$ cat src/rtl/mole_pkg.sv
// Shared types and constants for the whack-a-mole game controller.
package mole_pkg;

    typedef enum logic [2:0] {IDLE, SPAWN, UP, HIT, MISS, OVER} state_t;

    localparam logic [4:0]  KEY_NONE     = 5'd16;
    // Active-low column drives, four bits per column, column 0 in the low nibble.
    localparam logic [15:0] COL_PATTERNS = {4'b0111, 4'b1011, 4'b1101, 4'b1110};
    localparam logic [15:0] LFSR_SEED    = 16'hACE1;
    localparam logic [15:0] LFSR_TAPS    = 16'hB400;
    localparam logic [1:0]  MAX_LEVEL    = 2'd3;

endpackage

$ cat src/rtl/keypad_scan_debounce.sv
// 4x4 keypad column scanner with frame decode, frame-count debounce and a
// one-shot press event on the NONE -> key transition of the debounced code.
module keypad_scan_debounce
    import mole_pkg::*;
#(
    parameter int SCAN_DIV   = 100000,
    parameter int DEB_FRAMES = 5
) (
    input  logic       clk,
    input  logic       rst_n,
    input  logic [3:0] row,
    output logic [3:0] col,
    output logic [4:0] key_code,
    output logic       press_evt
);

    localparam int DIV_W = $clog2(SCAN_DIV + 1);
    localparam int DEB_W = $clog2(DEB_FRAMES + 1);

    logic [DIV_W-1:0] div_q, div_d;
    logic [1:0]       cidx_q, cidx_d;
    logic [1:0]       fcnt_q, fcnt_d;
    logic [3:0]       fcode_q, fcode_d;
    logic [4:0]       cand_q, cand_d;
    logic [4:0]       deb_q, deb_d;
    logic [DEB_W-1:0] stab_q, stab_d;
    logic             evt_q, evt_d;
    logic [1:0]       slot_cnt;
    logic [3:0]       slot_code;
    logic [4:0]       frame_code;

    always_comb begin
        div_d      = div_q;
        cidx_d     = cidx_q;
        fcnt_d     = fcnt_q;
        fcode_d    = fcode_q;
        cand_d     = cand_q;
        deb_d      = deb_q;
        stab_d     = stab_q;
        evt_d      = 1'b0;
        slot_cnt   = fcnt_q;
        slot_code  = fcode_q;
        frame_code = KEY_NONE;

        if (div_q == DIV_W'(SCAN_DIV - 1)) begin
            div_d  = '0;
            cidx_d = cidx_q + 2'd1;
            // Key count saturates at 2: anything above one key is the same "invalid".
            for (int r = 0; r < 4; r++) begin
                if (!row[r]) begin
                    if (slot_cnt != 2'd2) slot_cnt = slot_cnt + 2'd1;
                    slot_code = {2'(r), cidx_q};
                end
            end
            if (cidx_q == 2'd3) begin
                frame_code = (slot_cnt == 2'd1) ? {1'b0, slot_code} : KEY_NONE;
                fcnt_d     = '0;
                fcode_d    = '0;
                if (frame_code == cand_q) begin
                    if (stab_q != DEB_W'(DEB_FRAMES)) stab_d = stab_q + DEB_W'(1);
                end else begin
                    cand_d = frame_code;
                    stab_d = DEB_W'(1);
                end
                if (stab_d == DEB_W'(DEB_FRAMES)) deb_d = cand_d;
                evt_d = (deb_q == KEY_NONE) && (deb_d != KEY_NONE);
            end else begin
                fcnt_d  = slot_cnt;
                fcode_d = slot_code;
            end
        end else begin
            div_d = div_q + DIV_W'(1);
        end
    end

    always_ff @(posedge clk or negedge rst_n) begin
        if (!rst_n) begin
            div_q   <= '0;
            cidx_q  <= '0;
            fcnt_q  <= '0;
            fcode_q <= '0;
            cand_q  <= KEY_NONE;
            deb_q   <= KEY_NONE;
            stab_q  <= '0;
            evt_q   <= 1'b0;
        end else begin
            div_q   <= div_d;
            cidx_q  <= cidx_d;
            fcnt_q  <= fcnt_d;
            fcode_q <= fcode_d;
            cand_q  <= cand_d;
            deb_q   <= deb_d;
            stab_q  <= stab_d;
            evt_q   <= evt_d;
        end
    end

    assign col       = COL_PATTERNS[{cidx_q, 2'b00} +: 4];
    assign key_code  = deb_q;
    assign press_evt = evt_q;

endmodule

$ cat src/rtl/mole_game_ctrl.sv
// Whack-a-mole game controller: LFSR mole selection, per-level mole window,
// hit/miss scoring with lives, buzzer and game-over blink.
module mole_game_ctrl
    import mole_pkg::*;
#(
    parameter int N_MOLES        = 8,
    parameter int SCAN_DIV       = 100000,
    parameter int DEB_FRAMES     = 5,
    parameter int BASE_INTERVAL  = 200000000,
    parameter int HITS_PER_LEVEL = 10,
    parameter int LIVES          = 3,
    parameter int GAP_CYCLES     = 50000000,
    parameter int BEEP_CYCLES    = 10000000
) (
    input  logic               clk,
    input  logic               rst_n,
    input  logic               start,
    input  logic [3:0]         row,
    output logic [3:0]         col,
    output logic [N_MOLES-1:0] led,
    output logic               buzzer,
    output logic [15:0]        score,
    output logic [1:0]         level,
    output logic [2:0]         lives,
    output logic               game_over
);

    localparam int MOLE_W = $clog2(N_MOLES);
    localparam int HIT_W  = $clog2(HITS_PER_LEVEL + 1);

    state_t            state_q, state_d;
    logic [15:0]       lfsr_q, lfsr_d;
    logic [MOLE_W-1:0] mole_q, mole_d;
    logic [31:0]       window_q, window_d;
    logic [31:0]       gap_q, gap_d;
    logic [15:0]       score_q, score_d;
    logic [1:0]        level_q, level_d;
    logic [2:0]        lives_q, lives_d;
    logic [HIT_W-1:0]  hitc_q, hitc_d;
    logic              blink_q, blink_d;

    logic [4:0]        key_code;
    logic              press_evt;
    logic [MOLE_W-1:0] cand;
    logic              hit_key;
    logic              miss_key;
    logic              do_init;

    keypad_scan_debounce #(
        .SCAN_DIV  (SCAN_DIV),
        .DEB_FRAMES(DEB_FRAMES)
    ) u_kp (
        .clk      (clk),
        .rst_n    (rst_n),
        .row      (row),
        .col      (col),
        .key_code (key_code),
        .press_evt(press_evt)
    );

    assign cand     = lfsr_q[MOLE_W-1:0];
    assign hit_key  = press_evt && (key_code == 5'(mole_q));
    assign miss_key = press_evt && (key_code < 5'(N_MOLES)) && !hit_key;
    assign do_init  = start && ((state_q == IDLE) || (state_q == OVER));

    always_comb begin
        state_d   = state_q;
        lfsr_d    = {lfsr_q[14:0], ^(lfsr_q & LFSR_TAPS)};
        mole_d    = mole_q;
        window_d  = window_q;
        gap_d     = gap_q;
        score_d   = score_q;
        level_d   = level_q;
        lives_d   = lives_q;
        hitc_d    = hitc_q;
        blink_d   = blink_q;
        led       = '0;
        buzzer    = 1'b0;
        game_over = 1'b0;

        case (state_q)
            SPAWN: begin
                // Never repeat the previous mole; the +1 wraps since N_MOLES is a power of two.
                mole_d   = (cand == mole_q) ? cand + MOLE_W'(1) : cand;
                window_d = 32'(BASE_INTERVAL) >> level_q;
                state_d  = UP;
            end
            UP: begin
                led      = N_MOLES'(1) << mole_q;
                window_d = window_q - 32'd1;
                if (hit_key) begin
                    state_d = HIT;
                    gap_d   = '0;
                    score_d = (score_q == 16'hFFFF) ? score_q : score_q + 16'd1;
                    if (hitc_q >= HIT_W'(HITS_PER_LEVEL - 1)) begin
                        if (level_q < MAX_LEVEL) begin
                            level_d = level_q + 2'd1;
                            hitc_d  = '0;
                        end else begin
                            hitc_d  = HIT_W'(HITS_PER_LEVEL);
                        end
                    end else begin
                        hitc_d = hitc_q + HIT_W'(1);
                    end
                end else if (miss_key || (window_q <= 32'd1)) begin
                    state_d = MISS;
                    gap_d   = '0;
                    lives_d = lives_q - 3'd1;
                end
            end
            HIT: begin
                buzzer = (gap_q < 32'(BEEP_CYCLES));
                gap_d  = gap_q + 32'd1;
                if (gap_q == 32'(GAP_CYCLES - 1)) state_d = SPAWN;
            end
            MISS: begin
                if (lives_q == 3'd0) begin
                    state_d = OVER;
                    gap_d   = '0;
                    blink_d = 1'b1;
                end else begin
                    buzzer = 1'b1;
                    gap_d  = gap_q + 32'd1;
                    if (gap_q == 32'(GAP_CYCLES - 1)) state_d = SPAWN;
                end
            end
            OVER: begin
                game_over = 1'b1;
                led       = blink_q ? '1 : '0;
                gap_d     = gap_q + 32'd1;
                if (gap_q == 32'(GAP_CYCLES - 1)) begin
                    gap_d   = '0;
                    blink_d = ~blink_q;
                end
            end
            default: ;
        endcase

        if (do_init) begin
            score_d = '0;
            level_d = '0;
            lives_d = 3'(LIVES);
            hitc_d  = '0;
            state_d = SPAWN;
        end
    end

    always_ff @(posedge clk or negedge rst_n) begin
        if (!rst_n) begin
            state_q  <= IDLE;
            lfsr_q   <= LFSR_SEED;
            mole_q   <= '0;
            window_q <= '0;
            gap_q    <= '0;
            score_q  <= '0;
            level_q  <= '0;
            lives_q  <= 3'(LIVES);
            hitc_q   <= '0;
            blink_q  <= 1'b0;
        end else begin
            state_q  <= state_d;
            lfsr_q   <= lfsr_d;
            mole_q   <= mole_d;
            window_q <= window_d;
            gap_q    <= gap_d;
            score_q  <= score_d;
            level_q  <= level_d;
            lives_q  <= lives_d;
            hitc_q   <= hitc_d;
            blink_q  <= blink_d;
        end
    end

    assign score = score_q;
    assign level = level_q;
    assign lives = lives_q;

endmodule

$ cat config.mk
export PLATFORM = sky130hd
export DESIGN_NAME = mole_game_ctrl
export DESIGN_NICKNAME = d
export VERILOG_FILES = /design/src/rtl/mole_pkg.sv /design/src/rtl/keypad_scan_debounce.sv /design/src/rtl/mole_game_ctrl.sv
export SDC_FILE = /design/constraint.sdc
export NUM_CORES = 1
export LEC_CHECK = 0
export ABC_AREA = 1
export CAP_MARGIN = 5
export CORE_ASPECT_RATIO = 0.6
export CORE_UTILIZATION = 25
export CTS_CLUSTER_DIAMETER = 40
export DETAILED_ROUTE_END_ITERATION = 10
export HOLD_SLACK_MARGIN = 0.1
export RECOVER_POWER = 25
export SETUP_SLACK_MARGIN = 0.2
export SYNTH_ARGS = -nofsm -noshare
export SYNTH_HDL_FRONTEND = slang
export SYNTH_HIERARCHICAL = 1
export SYNTH_SLANG_ARGS = --single-unit
$ cat constraint.sdc
create_clock -name clk -period 4.57 [get_ports clk]
set_input_delay 1.371 -clock clk [delete_from_list [all_inputs] [get_ports clk]]
set_output_delay 1.371 -clock clk [all_outputs]
set_load 0.02 [all_outputs]
==> summary.md <==
| Metric | Value |
|---|---|
| Largest net degree at the start of global routing | `83` |
| Mapped Avg Cell Area | `7.097 um^2` |
| Cell area after synthesis | `0.009829 mm^2` |
| CP Launch Type | `register` |
| Reg power frac | `0.354` |
| Final Skew | `0.01037 ns` |
| Peak VDD IR | `0.2937 mV` |
| Dpl cells | `1918` |
| Data required, critical path | `3.20 ns` |
| Top cell type's share of synthesized area | `0.3539` |
| Area after DPL | `0.01078 mm^2` |
| Final wirelength | `26230 um` |
| Design area | `0.01134 mm^2` |
| DIE AREA | `0.04014 mm^2` |
| Status | `finished, violations left` |
| Hold slack | `0.3515 ns` |
| H-tree Lvls | `4` |
| Ant. Diodes | `0` |
| Final min period | `3.896 ns` |
| Worst min path class | `reg2reg` |
| Fin util | `0.2970` |
| Rel. slew slack | `-0.2621` |
| Pwr Total | `4.804 mW` |
| Drt pass-1 iters | `5` |
| Row count | `55` |
| DRC errors left | `0` |
| Syn_nets | `1422` |
| Post-DRT Antenna Nets | `0` |
| Top FF cell, synth | `dfrtp_1` |
| Endpoints failing setup | `0` |
| Top cells by count, synth | `349 x nand2_1, 192 x inv_1, 163 x nor2_1, 139 x dfrtp_1, 135 x nand3_1` |
| Dpl hpwl | `19500 um` |
| Layout Cells excl Fill | `1950` |
| Initial DRC Count | `925` |
| Clk slew on worst S/H paths | `0.06 ns` |
| Crit path cell chain | `inv_2 > nand3_1 > inv_2 > o2111ai_1 > nand2_1 > clkdlybuf4s50_1` |
| Power share of the clock group | `0.288` |
| Initial antenna violation count | `0` |
| Distinct cell type count after synthesis | `49` |
| Setup bufs post-CTS | `0` |
| Clk sinks | `151` |
| Worst-Skew Late Latency | `0.44 ns` |
| Failing checks | `max-capacitance violations, max-slew violations` |
| Placeable core region | `0.03819 mm^2` |
| Clk buf depth | `2` |
| Total GRT Usage | `0.1348` |
| Place WS | `0.2543 ns` |
| Fin worst setup slack | `0.6738 ns` |
| Crit share post-route | `0.8526` |
| YS warnings | `6` |
| Worst Tran Pin Value | `1.893 ns` |
| Crit-path max FO | `16` |
| Total number of vias | `9110` |
| Nets | `1461` |
| Fin. Hold Viols | `0` |
| Comb pwr share | `0.358` |
| Area grow syn2layout | `15.41%` |
| P_sw | `2.031 mW` |
| CTS tree | `built` |
| Int Power | `2.772 mW` |
| Post-CTS Hold Fix Bufs | `0` |
| Vias in the first global route | `8043` |
| FF+latch count, synth | `151` |
| Initial Utilization | `0.2574` |
| RSZ-0062 raised after global routing | `false` |
| CP max stage cell | `clkdlybuf4s50_1` |
| RePlAce Congestion | `0.9687` |
| Mapped Cells | `1385` |
| CP endpoint kind | `output port` |
| Max-cap check violation count | `1` |
| Post_cts resized | `0` |
| CTS Buf Count | `17` |
| Most numerous cell on the critical path | `inv_2` |
| Avg WL per Cell | `13.45 um` |
| Sw frac | `0.4229` |
| Final setup TNS | `0 ns` |
| Total gr overflow | `0` |
| EDFF count, synth | `0` |
| Maximum clock frequency | `256.7 MHz` |
| First-pass GRT wire length | `42900 um` |
| CP arrival | `2.53 ns` |
| CP peak stage delay | `0.61 ns` |
| Power Density | `423.4 mW/mm^2` |
| Yosys top cell by area | `dfrtp_1` |
| Die Y | `155.6 um` |
| I/O Pins | `42` |
| Layout cells sized above 1 | `0.07376` |
| Sequential share of the synthesized area | `0.3859` |
| Count leader, synth | `nand2_1` |
| Leakage power | `5.313 nW` |
| Port-buffer cells | `41` |
| Synth area leaders | `dfrtp_1 35%, nand2_1 13%, inv_1 7.3%` |
| Fraction of registers with async set/reset | `1.000` |
| Critical path type | `reg2out` |
| Final Max Slew Viols | `70` |
| Chip width | `258.0 um` |
| Root Driver | `clkbuf_16` |
| Via/cell ratio | `4.672` |
[layout by cell type, fill, tap and decap left out, drive strengths merged, types with 21 or more instances in the layout]
master,count
a21oi,35
nand3,144
dfrtp,139
nand4,49
nor3,27
clkbuf,21
o21ai,92
clkdlybuf4s50,40
inv,209
nor2,168
xor2,26
ha,30
nand2,363
[worst paths after layout]
path,end,slack (ns),cells past startpoint,startpoint
max,buzzer,0.67,6,state_q[2]
min,lfsr_q[15],0.35,0,lfsr_q[14]
max reg2reg,u_kp/press_evt,1.47,23,u_kp/fcnt_q[0]
min reg2reg,lfsr_q[15],0.35,0,lfsr_q[14]
max in group asynchronous,u_kp/cand_q[4],1.82,2,rst_n
min in group asynchronous,window_q[27],1.44,1,rst_n
[per-layer routing]
metal | track usage | vias to the layer above | part of all wire
li1 | - | 4582 | -
met1 | 0.2121 | 4215 | 0.53
met2 | 0.1756 | 289 | 0.38
met3 | 0.03298 | 24 | 0.078
met4 | 0.03719 | 0 | 0.012
met5 | 0 | - | 0
[kinds of logic after synthesis]
logic type	after synthesis	share of synthesized area
AND/OR/NAND/NOR	764	0.3447
XOR/XNOR	34	0.03030
adder cells (fa/ha/maj)	30	0.03819
flip-flops	151	0.3859
buffers and inverters	234	0.09674
multiplexers	1	0.001018
AO/OA/AOI/OAI	171	0.1031
[area by class of cell]
type / instances / area (um^2)
Tap cell: 513 / 641.9
Clock inverter: 12 / 115.1
Sequential cell: 151 / 3794
Multi-Input combinational cell: 1000 / 5085
Inverter: 205 / 774.5
Clock buffer: 20 / 456.7
Fill cell: 4103 / 26850
Timing Repair Buffer: 49 / 478.0
[registers in the layout (all words and copies together) (netlist names)]
signal / cells
blink_q: 1
gap_q: 32
hitc_q: 4
level: 2
lfsr_q: 16
lives: 3
mole_q: 3
score: 16
state_q: 3
u_kp/cand_q: 5
u_kp/cidx_q: 2
u_kp/div_q: 17
u_kp/fcnt_q: 2
u_kp/fcode_q: 4
u_kp/key_code: 5
u_kp/press_evt: 1
u_kp/stab_q: 3
window_q: 32
[power groups by stage]
stage                     combinational, mW  clock, mW  sequential, mW
after floorplan                        1.31          0            1.66
after global placement                 1.70          0            1.71
after detailed placement               1.72          0            1.72
after CTS                              1.72       1.43            1.69
after global routing                   1.94       1.48            1.72
final                                  1.72       1.38            1.70
[critical path, delay by kind of cell, from the launching register on]
family                 cells  cell delay (ns)
AO/OA/AOI/OAI              1             0.16
buffers and inverters      3             1.08
flip-flops                 1             0.48
AND/OR/NAND/NOR            2             0.36
Power figures use the tool's default switching activity.
